`src/rtl/gomoku_pkg.sv`:
```
// Shared types, pattern table and weights for the gomoku move scorer.
// Classes are ordered best-first so a smaller code always wins.
package gomoku_pkg;

  typedef enum logic [3:0] {
    CL_FIVE   = 4'd0,
    CL_FOUR   = 4'd1,
    CL_FFOUR  = 4'd2,
    CL_THREE  = 4'd3,
    CL_FTHREE = 4'd4,
    CL_STHREE = 4'd5,
    CL_TWO    = 4'd6,
    CL_FTWO   = 4'd7,
    CL_STWO   = 4'd8,
    CL_NONE   = 4'd9
  } cls_t;

  localparam int NCLS = 10;

  localparam logic [31:0] ATK_W [NCLS] = '{
    32'd100000, 32'd10000, 32'd1000, 32'd1000, 32'd100,
    32'd100, 32'd100, 32'd10, 32'd10, 32'd0
  };

  localparam logic [31:0] DEF_W [NCLS] = '{
    32'd50000, 32'd5000, 32'd500, 32'd500, 32'd50,
    32'd50, 32'd50, 32'd5, 32'd5, 32'd0
  };

  // cell codes: unused, self stone, empty, other stone
  localparam logic [1:0] CX = 2'd0;
  localparam logic [1:0] CM = 2'd1;
  localparam logic [1:0] CE = 2'd2;
  localparam logic [1:0] CO = 2'd3;

  typedef struct packed {
    cls_t             cls;
    logic [2:0]       len;
    logic [0:5][1:0]  cells;
  } pat_t;

  localparam int NPAT = 20;

  localparam pat_t PATS [NPAT] = '{
    '{CL_FIVE,   3'd5, {CM, CM, CM, CM, CM, CX}},
    '{CL_FOUR,   3'd6, {CE, CM, CM, CM, CM, CE}},
    '{CL_FFOUR,  3'd6, {CO, CM, CM, CM, CM, CE}},
    '{CL_FFOUR,  3'd6, {CE, CM, CM, CM, CM, CO}},
    '{CL_FFOUR,  3'd5, {CM, CE, CM, CM, CM, CX}},
    '{CL_FFOUR,  3'd5, {CM, CM, CE, CM, CM, CX}},
    '{CL_FFOUR,  3'd5, {CM, CM, CM, CE, CM, CX}},
    '{CL_THREE,  3'd5, {CE, CM, CM, CM, CE, CX}},
    '{CL_THREE,  3'd6, {CE, CM, CM, CE, CM, CE}},
    '{CL_THREE,  3'd6, {CE, CM, CE, CM, CM, CE}},
    '{CL_FTHREE, 3'd5, {CO, CE, CM, CM, CM, CX}},
    '{CL_FTHREE, 3'd5, {CM, CM, CM, CE, CO, CX}},
    '{CL_STHREE, 3'd5, {CO, CM, CM, CM, CE, CX}},
    '{CL_STHREE, 3'd5, {CE, CM, CM, CM, CO, CX}},
    '{CL_TWO,    3'd4, {CE, CM, CM, CE, CX, CX}},
    '{CL_TWO,    3'd5, {CE, CM, CE, CM, CE, CX}},
    '{CL_FTWO,   3'd4, {CO, CE, CM, CM, CX, CX}},
    '{CL_FTWO,   3'd4, {CM, CM, CE, CO, CX, CX}},
    '{CL_STWO,   3'd4, {CO, CM, CM, CE, CX, CX}},
    '{CL_STWO,   3'd4, {CE, CM, CM, CO, CX, CX}}
  };

  function automatic logic [31:0] sat_add(
    input logic [31:0] a,
    input logic [31:0] b,
    input logic [31:0] max
  );
    logic [32:0] s;
    s = {1'b0, a} + {1'b0, b};
    return (s > {1'b0, max}) ? max : s[31:0];
  endfunction

endpackage

```
`src/rtl/gomoku_line_classify.sv`:
```
// Best pattern class of one window line whose match span covers the centre.
module gomoku_line_classify
  import gomoku_pkg::*;
#(
  parameter int WIN = 9
) (
  input  logic [WIN-1:0] self,
  input  logic [WIN-1:0] other,
  output cls_t           cls
);

  localparam int C = (WIN - 1) / 2;

  // zero padding keeps unused pattern cells inside the vector
  logic [WIN+5:0] sp;
  logic [WIN+5:0] opv;

  assign sp  = {6'b0, self};
  assign opv = {6'b0, other};

  always_comb begin
    int   len;
    logic hit;
    cls = CL_NONE;
    len = 0;
    hit = 1'b0;
    for (int p = 0; p < NPAT; p++) begin
      for (int s = 0; s < WIN; s++) begin
        len = int'(PATS[p].len);
        hit = (s <= C) && (s + len - 1 >= C) && (s + len <= WIN);
        for (int k = 0; k < 6; k++) begin
          if (k < len) begin
            case (PATS[p].cells[k])
              CM:      hit = hit & sp[s+k];
              CE:      hit = hit & !sp[s+k] & !opv[s+k];
              CO:      hit = hit & opv[s+k];
              default: hit = hit;
            endcase
          end
        end
        if (hit && (PATS[p].cls < cls)) cls = PATS[p].cls;
      end
    end
  end

endmodule

```
`src/rtl/gomoku_move_scorer.sv`:
```
// Two-stage candidate scorer: per-line classify/weight, then group accumulate.
// in_ready stalls both stages whenever a result is waiting to be taken.
module gomoku_move_scorer
  import gomoku_pkg::*;
#(
  parameter int WIN     = 9,
  parameter int DIRS    = 4,
  parameter int SCORE_W = 20
) (
  input  logic                        clk,
  input  logic                        rst,
  input  logic                        in_valid,
  output logic                        in_ready,
  input  logic [WIN-1:0]              in_my,
  input  logic [WIN-1:0]              in_op,
  input  logic                        in_last,
  output logic                        out_valid,
  input  logic                        out_ready,
  output logic [SCORE_W-1:0]          out_score,
  output logic                        out_win,
  output logic                        out_block,
  output logic                        out_occupied,
  output logic [$clog2(DIRS+1)-1:0]   out_lines,
  output logic                        out_err
);

  localparam int C  = (WIN - 1) / 2;
  localparam int LW = $clog2(DIRS + 1);
  localparam logic [WIN-1:0] CMASK = WIN'(1) << C;
  localparam logic [32:0] SMAX33 = (33'd1 << SCORE_W) - 33'd1;
  localparam logic [31:0] SMAX = SMAX33[31:0];

  logic          adv;
  logic [WIN-1:0] my_p;
  logic [WIN-1:0] op_p;
  cls_t          cmy;
  cls_t          cop;
  logic          occ;
  logic [31:0]   lscore;

  logic          s1_valid;
  logic          s1_last;
  logic          s1_win;
  logic          s1_block;
  logic          s1_occ;
  logic [31:0]   s1_score;

  logic [31:0]   acc;
  logic [LW-1:0] cnt;
  logic          f_win;
  logic          f_block;
  logic          f_occ;

  logic [31:0]   acc_n;
  logic [LW-1:0] cnt_n;
  logic          win_n;
  logic          block_n;
  logic          occ_n;
  logic          grp_end;

  assign adv      = !out_valid || out_ready;
  assign in_ready = adv;

  assign my_p = in_my | CMASK;
  assign op_p = in_op | CMASK;
  assign occ  = in_my[C] | in_op[C];

  gomoku_line_classify #(.WIN(WIN)) u_cls_my (
    .self  (my_p),
    .other (in_op),
    .cls   (cmy)
  );

  gomoku_line_classify #(.WIN(WIN)) u_cls_op (
    .self  (op_p),
    .other (in_my),
    .cls   (cop)
  );

  assign lscore = occ ? 32'd0 : (ATK_W[cmy] + DEF_W[cop]);

  always_ff @(posedge clk or posedge rst) begin
    if (rst) begin
      s1_valid <= 1'b0;
      s1_last  <= 1'b0;
      s1_win   <= 1'b0;
      s1_block <= 1'b0;
      s1_occ   <= 1'b0;
      s1_score <= '0;
    end else if (adv) begin
      s1_valid <= in_valid;
      if (in_valid) begin
        s1_last  <= in_last;
        s1_win   <= !occ && (cmy == CL_FIVE);
        s1_block <= !occ && (cop == CL_FIVE);
        s1_occ   <= occ;
        s1_score <= lscore;
      end
    end
  end

  assign acc_n   = sat_add(acc, s1_score, SMAX);
  assign cnt_n   = cnt + LW'(1);
  assign win_n   = f_win | s1_win;
  assign block_n = f_block | s1_block;
  assign occ_n   = f_occ | s1_occ;
  assign grp_end = s1_last || (cnt_n == LW'(DIRS));

  always_ff @(posedge clk or posedge rst) begin
    if (rst) begin
      acc          <= '0;
      cnt          <= '0;
      f_win        <= 1'b0;
      f_block      <= 1'b0;
      f_occ        <= 1'b0;
      out_valid    <= 1'b0;
      out_score    <= '0;
      out_win      <= 1'b0;
      out_block    <= 1'b0;
      out_occupied <= 1'b0;
      out_lines    <= '0;
      out_err      <= 1'b0;
    end else if (adv) begin
      out_valid <= 1'b0;
      if (s1_valid) begin
        if (grp_end) begin
          out_valid    <= 1'b1;
          out_score    <= occ_n ? '0 : acc_n[SCORE_W-1:0];
          out_win      <= win_n;
          out_block    <= block_n;
          out_occupied <= occ_n;
          out_lines    <= cnt_n;
          out_err      <= !s1_last;
          acc          <= '0;
          cnt          <= '0;
          f_win        <= 1'b0;
          f_block      <= 1'b0;
          f_occ        <= 1'b0;
        end else begin
          acc     <= acc_n;
          cnt     <= cnt_n;
          f_win   <= win_n;
          f_block <= block_n;
          f_occ   <= occ_n;
        end
      end
    end
  end

endmodule
```
`config.mk`:
```
export PLATFORM = sky130hd
export DESIGN_NAME = gomoku_move_scorer
export DESIGN_NICKNAME = d
export VERILOG_FILES = /design/src/rtl/gomoku_pkg.sv /design/src/rtl/gomoku_line_classify.sv /design/src/rtl/gomoku_move_scorer.sv
export SDC_FILE = /design/constraint.sdc
export NUM_CORES = 1
export LEC_CHECK = 0
export ABC_CLOCK_PERIOD_IN_PS = 3400
export BUFFER_PORTS_ARGS = -buffer_cell sky130_fd_sc_hd__buf_2
export CORE_MARGIN = 3
export CORE_UTILIZATION = 45
export CTS_BUF_LIST = sky130_fd_sc_hd__clkbuf_8
export DETAILED_ROUTE_END_ITERATION = 10
export GPL_ROUTABILITY_DRIVEN = 0
export PLACE_DENSITY = 0.75
export SYNTH_ARGS = -nofsm -noshare
export SYNTH_HDL_FRONTEND = slang
export SYNTH_SLANG_ARGS = --single-unit
```
`constraint.sdc`:
```
create_clock -name clk -period 3.4 [get_ports clk]
set_input_delay 0.68 -clock clk [delete_from_list [all_inputs] [get_ports clk]]
set_output_delay 0.68 -clock clk [all_outputs]
set_load 0.01 [all_outputs]
```
; Word-level counts from Yosys, hierarchy flattened
; Memories as Yosys holds them, arrays and structs flattened.
; Cells that the tools add are included.
[classes]
n_addsub = 3
magnitude_cmp = 141
eq_ne = 1
mux = 154
bitwise = 385
n_reduce_logical = 166
[ops]
columns = op, count
row1 = two-way mux 4 bit, 140
row2 = bitwise AND 1 bit, 379
row3 = < comparator 2 x 4 -> 1 bit (first input constant), 58
row4 = two-way mux 32 bit, 7
row5 = < comparator 3 x 4 -> 1 bit (first input constant), 52
row6 = logical AND 1 bit, 140
row7 = < comparator 1 x 4 -> 1 bit (first input constant), 16
row8 = < comparator 4 bit (first input constant), 12
row9 = adder 32 x 32 -> 33 bit, 1
row10 = greater-than comparator 33 x 20 -> 1 bit (second input constant), 1
row11 = adder 32 bit, 1
row12 = two-way mux 20 bit, 1
row13 = zero test 1 bit, 19
row14 = >= comparator 5 bit (second input constant), 2
row15 = NOT 4 -> 5 bit, 2
row16 = zero test 4 bit, 2
row17 = two-way mux 1 bit, 5
row18 = OR 1 bit, 4
row19 = AND reduction 2 bit, 2
row20 = adder 3 x 1 -> 3 bit (second input constant), 1
row21 = == test 3 bit (second input constant), 1
row22 = two-way mux 3 bit, 1
row23 = AND reduction 3 bit, 1
row24 = logical OR 1 bit, 2
[totals]
register_bits = 103
rom_bits = 1024
inputBits = 23
output_inout_bits = 29
wordCells = 870
mem_count = 2
[memory_table]
columns = memory, depth, word_bits, read_ports, rd_clocked_by_memory_dff, wr, line_no
row1 = (name not given), 16, 32, 1, 0, 0, gomoku_move_scorer.sv:80  ; assign lscore = occ ? 32'd0 : (ATK_W[cmy] + DEF_W[cop]);
row2 = (name not given), 16, 32, 1, 0, 0, gomoku_move_scorer.sv:80

; Depth between registers and ports, before layout
; Gate-level depths: netlist of run 1.
[logic_depth]
depth_word = 217
mapped_depth = 20
depth_no_buf = 18

; Cells and area by module
; A second synthesis of run 1 with hierarchy kept.
[hier_totals]
hier_cells = 906
area_unflattened_um2 = 7668.6
[by_module_without_submodules]
columns = module, instances, cells_each, area_per_inst_um2
row1 = gomoku_move_scorer, 1, 585, 5522.8
row2 = gomoku_line_classify (u_cls_my), 1, 164, 1079.8
row3 = gomoku_line_classify (u_cls_op), 1, 157, 1066.0

; Least setup slack after synthesis of run 1
; OpenSTA, ideal clock, no wires.
[synth_path]
path_type = input to register
from = input in_op[6]
to = register s1_score[11]
arrival_ps = 4435
t_required_ps = 3278
path_slack_ps = -1157
stages = 19
path_cell_list = clkbuf_1 nor3b_1 a221o_1 a2111o_1 nor3_1 a221o_1 a31o_2 a31oi_1 a21boi_0 ha_1 fa_1 a21o_1 a21oi_1 o21bai_1 a21oi_1 o21bai_1 a21oi_1 o21bai_1 a32o_1
[synth_between]
elab_chain_cells = 210
word_cells_on_any_way = 510
classes_between = add/sub: 1 / order compare: 130 / mux: 137 / bitwise: 107 / reduce/logical: 133 / memory: 2
[synth_rtl]
columns = item, line_no
row1 = from (decl), gomoku_move_scorer.sv:15  ; input logic [WIN-1:0] in_op,
row2 = bitwise AND 1 bit, gomoku_line_classify.sv:34  ; CM: hit = hit & sp[s+k];
row3 = logical AND 1 bit, gomoku_line_classify.sv:41  ; if (hit && (PATS[p].cls < cls)) cls = PATS[p].cls;
row4 = two-way mux 4 bit, gomoku_line_classify.sv:41
row5 = < comparator 1 x 4 -> 1 bit, gomoku_line_classify.sv:41
row6 = logical AND 1 bit, gomoku_line_classify.sv:41
row7 = two-way mux 4 bit, gomoku_line_classify.sv:41
row8 = < comparator 1 x 4 -> 1 bit, gomoku_line_classify.sv:41
row9 = logical AND 1 bit, gomoku_line_classify.sv:41
row10 = [... 193 more ...], --
row11 = < comparator 4 bit, gomoku_line_classify.sv:41
row12 = logical AND 1 bit, gomoku_line_classify.sv:41
row13 = two-way mux 4 bit, gomoku_line_classify.sv:41
row14 = NOT 4 -> 5 bit (not written as such), gomoku_move_scorer.sv:80
row15 = memory read (16 x 32 bit), --
row16 = two-way mux 32 bit (not written as such) (2 in a row), gomoku_move_scorer.sv:80
row17 = adder 32 bit *, gomoku_move_scorer.sv:80
row18 = two-way mux 32 bit *, gomoku_move_scorer.sv:80
row19 = to (signal assigned), gomoku_move_scorer.sv:97  ; s1_score <= lscore;
row20 = to (decl), gomoku_move_scorer.sv:46  ; logic [31:0] s1_score;
; Every way passes the cells marked *; elsewhere a longest branch is shown, timed or not. The select of a mux whose other input is x is not followed.
; A chain may end at the register's enable or synchronous reset.

; Final worst setup path of run 1
[layout_path]
from = input in_op[6]
to = register s1_score[10]
; The elaborated chain is that of the path after synthesis.

==> results.yml, run 1 <==
status:
  status: "finished with violations"
  violations: "setup timing"
pwr:
  ir_worst_vdd_v: 0.000247
  leakagePower_uw: 0.00401
  p_total_uw: 3750
  power_density_nw_per_um2: 438
clock_network:
  cts.clk_slew.worst_paths_ns: 0.09
  cts_max_level: 3
  clk_latency_ns: 0.38
  holdBufCountCts: 0
  cts_buffers: 9
  clkSinkCount: 89
  clockBufferDepth: 2
  tritoncts: "done"
  root_buffer: "clkbuf_8"
routing:
  drt-initial-drc-count: 669
  postRouteAntennaNets: 0
  vias: 6920
  viasPerCell: 6.22
  first_pass_iters: 6
  drc_errors: 0
  routed_wl_um: 19900
  wl_per_cell_um: 17.9
yosys:
  yosysSeqAreaShare_pct: 34.6
  synth_ff_type: "dfrtp_1"
  synthCells: 776
  netlist-cell-type-count: 75
  ys_async_sr_fraction_pct: 100
  synth_enable_flop_cells: 0
  synth_area_leader_cell: "dfrtp_1"
  synth_seq_cells: 89
  syn-num-nets: 832
  synth_area_leaders: "dfrtp_1 (35%), nand2_1 (6.1%), ha_1 (6.0%)"
  synth_top_area_share_pct: 34.6
  avgSynthCellArea_sq_um: 8.29
  yosys_warnings: 0
  syn_area_sq_um: 6430
place:
  port_buffers: 51
  place_hpwl_um: 14200
critical_path:
  r2r-start: "s1_score[0]"
  crit_path_end_kind: "flip-flop"
  crit_start: "in_op[6]"
  crit_path_start_kind: "input port"
  cp_max_fo: 5
  cp.arrival_ns: 4.08
  worstSetupPathType: "in -> reg"
  required_ns: 3.64
timing:
  finalSetupTns_ns: -1.85
  final_max_slew_viol_count: 0
  timing.final.crit_share_pct: 113
  worst_pin_slew_ns: 0.728
  final.setup.worst_slack_ns: -0.441
  skew_ns: 0.0117
  hold_violations: 0
  rsz0062_at_grt: "true"
  fmax_ghz: 0.260
  setup_viol: 6
  slew_headroom_pct: 51.4
  period_needed_ns: 3.84
grt:
  grt_pass1_vias: 6437
  grt.overflow.total: 0
  grt_pass1_wl_um: 31400
  grt_use_total_pct: 23.8
  grt_max_degree: 49
  antenna_found_initial: 0
run:
  max_cap_violations: 0
layout:
  layout.nets: 984
  most-common-layout-cells: "buf_4 (128), nand2_1 (102), dfrtp_1 (89)"
  final_util_pct: 61.4
  syn2layout_area_growth_pct: 33.0
  layout-drive-gt1-share_pct: 31.3
  num-fill-cells: 1123
  layout_commonest_cell: "buf_4"
  num_antenna_cells: 0
hold_path:
  min_path_type: "in -> async"
floorplan:
  num_rows: 43
  dieArea_sq_um: 15800
  die_w_um: 126
  core_sq_um: 13900
  io_pins: 52
  fp.dieH_um: 126
  initial_core_util_pct: 46.1
==> layout make-up <==
class                      instances  area [sq um]  share of cell area, %
clock inverter                     7          70.1                  0.819
multi-input combinational        616          4350                   50.9
timing repair buffer             192          1480                   17.3
inverter                          20          76.3                  0.892
clock buffer                       9           124                   1.45
sequential                        89          2230                   26.0
tap                              180           225                   2.63
==> where the power goes <==
part	switching, uW	internal, uW
logic	928	737
registers	133	1230
clock network	386	338
==> synth_stat cells (6+ instances only) <==
| library cell | instances |
|---|---|
| a21o_1 | 12 |
| a21oi_1 | 76 |
| a22o_1 | 9 |
| a22oi_1 | 8 |
| a31oi_1 | 28 |
| a32oi_1 | 8 |
| and2_1 | 17 |
| and3_1 | 7 |
| clkbuf_1 | 47 |
| dfrtp_1 | 89 |
| ha_1 | 31 |
| inv_1 | 20 |
| nand2_1 | 104 |
| nand3_1 | 11 |
| nor2_1 | 59 |
| nor3_1 | 22 |
| nor3b_1 | 8 |
| nor4_1 | 7 |
| o21a_1 | 7 |
| o21ai_0 | 39 |
| o21bai_1 | 8 |
| o22ai_1 | 6 |
| o41ai_1 | 15 |
| or2_2 | 8 |
| xnor2_1 | 19 |
| xor2_1 | 7 |
==> path summary, 6_finish.rpt <==
path | slack [ns] | endpoint | cells after the start
max | -0.44 | s1_score[10] | 17
min | 0.39 | f_occ | 2
max reg2reg | 0.16 | out_score[19] | 12
min reg2reg | 0.47 | out_score[2] | 2
max in group asynchronous | 2.32 | s1_score[14] | 3
min in group clk | 0.47 | out_score[2] | 2
==> cells by family after synthesis <==
logic type | after synthesis | synth area share, %
AOI/OAI and AO/OA | 283 | 30.3
xor gates and xnor gates | 26 | 3.54
adders and majority gates | 33 | 6.65
buffers and inverters | 71 | 4.22
DFF | 89 | 34.6
muxes | 3 | 0.486
and+or+nand+nor | 271 | 20.2
==> registers in the layout, indices dropped and copies added, names as in the netlist, 3 cells and up <==
signal     count
acc           32
cnt            3
out_lines      3
out_score     20
s1_score      18
==> stage by stage <==
step / hold slack (ns) / std cells / setup WS (ns) / instance area [sq um]
after CTS: 0.407 / 1106 / -0.273 / 8260
after global routing: 0.443 / 1113 / -0.665 / 8550
after detailed placement: 0.455 / 1087 / -0.862 / 7850
after floorplan: 0.443 / 776 / -0.655 / 6570
after global placement: 0.446 / 1087 / -0.831 / 7850
final: 0.388 / 1113 / -0.441 / 8550
==> worst max-delay path, cell delays in order <==
cell and delay (ns):
buf_12 0.11, nor3b_4 0.15, a221o_1 0.32, a2111o_1 0.48
nor3_2 0.20, a221o_1 0.21, a31o_2 0.14, a31oi_4 0.09
a311oi_2 0.25, ha_1 0.29, a21oi_1 0.19, o21bai_1 0.11
a21oi_2 0.18, o21ai_0 0.11, a31oi_1 0.29, xnor2_1 0.16
o21ai_0 0.10
==> timing repair <==
action                                  in CTS  in global routing
buffers inserted                             4                 10
resized for setup                           46                 55
pin swaps                                   10                 15
endpoints found under the setup margin       6                 22
gates cloned                                 0                  0
==> layer usage <==
layer / vias to the layer above / wire [um] / track usage (%)
met5: - / 0 / 0
met4: 0 / 852 / 10.7
met3: 89 / 1290 / 2.48
met2: 315 / 9230 / 39.0
met1: 3297 / 8540 / 32.0
li1: 3219 / - / -
(Power assumes the default switching activity.)
==> run 2: changes to the inputs <==
--- a/config.mk
+++ b/config.mk
@@ -7,12 +7,13 @@
 export LEC_CHECK = 0
 export ABC_CLOCK_PERIOD_IN_PS = 3400
 export BUFFER_PORTS_ARGS = -buffer_cell sky130_fd_sc_hd__buf_2
-export CORE_MARGIN = 3
+export CORE_MARGIN = 8
 export CORE_UTILIZATION = 45
 export CTS_BUF_LIST = sky130_fd_sc_hd__clkbuf_8
 export DETAILED_ROUTE_END_ITERATION = 10
 export GPL_ROUTABILITY_DRIVEN = 0
 export PLACE_DENSITY = 0.75
+export SETUP_SLACK_MARGIN = 0.15
 export SYNTH_ARGS = -nofsm -noshare
 export SYNTH_HDL_FRONTEND = slang
 export SYNTH_SLANG_ARGS = --single-unit
==> results.yml, run 2 (synthesized netlist as in run 1, its figures left out) <==
layout:
  num_antenna_cells: 0
  largest_reg_flops: 32
  reg_top3: "acc (32), out_score (20), s1_score (18)"
  most-common-layout-cells: "buf_4 (128), nand2_1 (103), dfrtp_1 (89)"
  layout-drive-gt1-share_pct: 32.0
  stdcell_area_sq_um: 8640
  layout_commonest_cell: "buf_4"
  layout.nets: 983
  max_flop_register: "acc"
  syn2layout_area_growth_pct: 34.4
timing:
  fmax_ghz: 0.256
  worst_pin_slew_ns: 0.719
  final_max_slew_viol_count: 0
  skew_ns: 0.0111
  final.setup.worst_slack_ns: -0.512
  fin_hold_ws_ns: 0.392
  setup_viol: 8
  period_needed_ns: 3.91
  hold_violations: 0
  rsz0062_at_grt: "true"
  timing.final.crit_share_pct: 115
  slew_headroom_pct: 52.0
routing:
  wl_per_cell_um: 18.6
  drc_errors: 0
  vias: 6992
  first_pass_iters: 8
  routed_wl_um: 20700
  viasPerCell: 6.29
  postRouteAntennaNets: 0
  drt-initial-drc-count: 528
pwr:
  pwr-share-comb_pct: 46.3
  p_sw_share_pct: 38.6
  power_frac_seq_pct: 35.9
  switchingPower_uw: 1460
  pwr-share-clk_pct: 17.8
  leakagePower_uw: 0.00406
  power_density_nw_per_um2: 439
  ir_worst_vdd_v: 0.000235
  internal_power_uw: 2330
clock_network:
  holdBufCountCts: 0
  clk_latency_ns: 0.37
  tritoncts: "done"
  cts_max_level: 3
  clkSinkCount: 89
  root_buffer: "clkbuf_8"
  cts_buffers: 9
  cts.clk_slew.worst_paths_ns: 0.08
  clockBufferDepth: 2
grt:
  grt_pass1_wl_um: 32600
  grt.overflow.total: 0
  grt_max_degree: 50
  grt_use_total_pct: 21.5
  antenna_found_initial: 0
  grt_pass1_vias: 6569
floorplan:
  io_pins: 52
  fp.dieH_um: 136
  dieArea_sq_um: 18400
  core_sq_um: 13900
  initial_core_util_pct: 46.1
  num_rows: 43
  die_w_um: 136
critical_path:
  r2r-end: "out_score[19]"
  r2r_cells: 9
  r2r-start: "s1_score[7]"
  crit_path_end_kind: "flip-flop"
  cp_max_fo: 5
  crit_chain: "buf_8, nor3b_4, a221o_1, a2111o_1, nor3_2, a221o_1, a31o_2, a31oi_4, a311oi_2, ha_1, buf_6, buf_6, a21oi_4, o21bai_1, a21oi_2, o21ai_1, a31oi_1, xnor2_1, o21ai_1"
  crit_path_start_kind: "input port"
  worstSetupPathType: "in -> reg"
  critPathSlowestCell: "a2111o_1"
  cpPeakStageDelay_ns: 0.41
  required_ns: 3.64
  cp.arrival_ns: 4.16
  rrSetupSlack_ns: 0.25
status:
  status: "finished with violations"
  violations: "setup timing"
place:
  port_buffers: 51
  place_hpwl_um: 14400
  dpl_cell_area_sq_um: 7790
hold_path:
  min_path_type: "in -> async"
run:
  max_cap_violations: 0
## run 2: changes by cell type in the layout (fill, tap and decap cells not counted), moves of 3 or more
cell	delta
clkbuf_8	+3
o21ai_1	+6
nor3b_2	+3
o41ai_1	-4
o21ai_0	-5
o41ai_2	+4
## run 2: how the worst max path moves through the flow
stage                     cells past startpoint  startpoint           end  slack, ns
after CTS                                    18    in_op[6]  s1_score[11]      -0.35
after floorplan                              19    in_my[6]  s1_score[11]      -0.66
after detailed placement                     19    in_op[6]  s1_score[11]      -0.92
after global placement                       19    in_my[5]  s1_score[11]      -0.78
final                                        19    in_op[6]  s1_score[10]      -0.51
after global routing                         20    in_my[1]  s1_score[10]      -0.68
## run 2: layout make-up
| type | count | area (sq um) |
|---|---|---|
| repair buffers | 191 | 1450 |
| clock buffers | 12 | 165 |
| flip-flops and latches | 89 | 2230 |
| clock inverters | 3 | 16.3 |
| fillers | 1093 | 5300 |
| well taps | 180 | 225 |
| multi-input cells | 616 | 4480 |
| inverters | 20 | 76.3 |
## run 2: metrics by stage
step | worst slack (ns) | TNS (ns) | total power, uW | cells | util [%]
detailed placement | -0.923 | -5.80 | 2840 | 1079 | 55.9
floorplan | -0.655 | -2.74 | 2320 | 776 | -
CTS | -0.348 | -1.56 | 3600 | 1105 | 59.0
global placement | -0.783 | -4.64 | 2810 | 1079 | 55.9
finish | -0.512 | -2.57 | 3790 | 1111 | 62.0
global route | -0.683 | -3.96 | 4030 | 1111 | 62.0
## run 2: what timing repair did
action	CTS	global route
buffers inserted	11	6
resized for setup	47	73
pin swaps	31	18
endpoints found under the hold margin	0	0
endpoints found under the setup margin	13	50
## run 2: routing by layer
metal,track usage [%],part of all wire [%],up-vias
li1,-,-,3231
met3,4.12,7.0,91
met2,34.9,48,339
met5,0,0,-
met1,27.5,42,3331
met4,8.57,3.8,0
## run 2: worst max-delay path: cells and delay by family
| kind | cells | cell delay (ns) |
|---|---|---|
| adders and majority gates | 1 | 0.30 |
| xor gates and xnor gates | 1 | 0.16 |
| and+or+nand+nor | 2 | 0.32 |
| AOI/OAI and AO/OA | 12 | 2.33 |
| buffers and inverters | 3 | 0.35 |
## run 2: power by group through the flow
stage / Clock (uW) / Sequential (uW) / Combinational (uW)
floorplan: 0 / 1360 / 956
global placement: 0 / 1370 / 1440
detailed placement: 0 / 1370 / 1470
CTS: 680 / 1360 / 1570
global route: 726 / 1390 / 1920
finish: 673 / 1360 / 1760
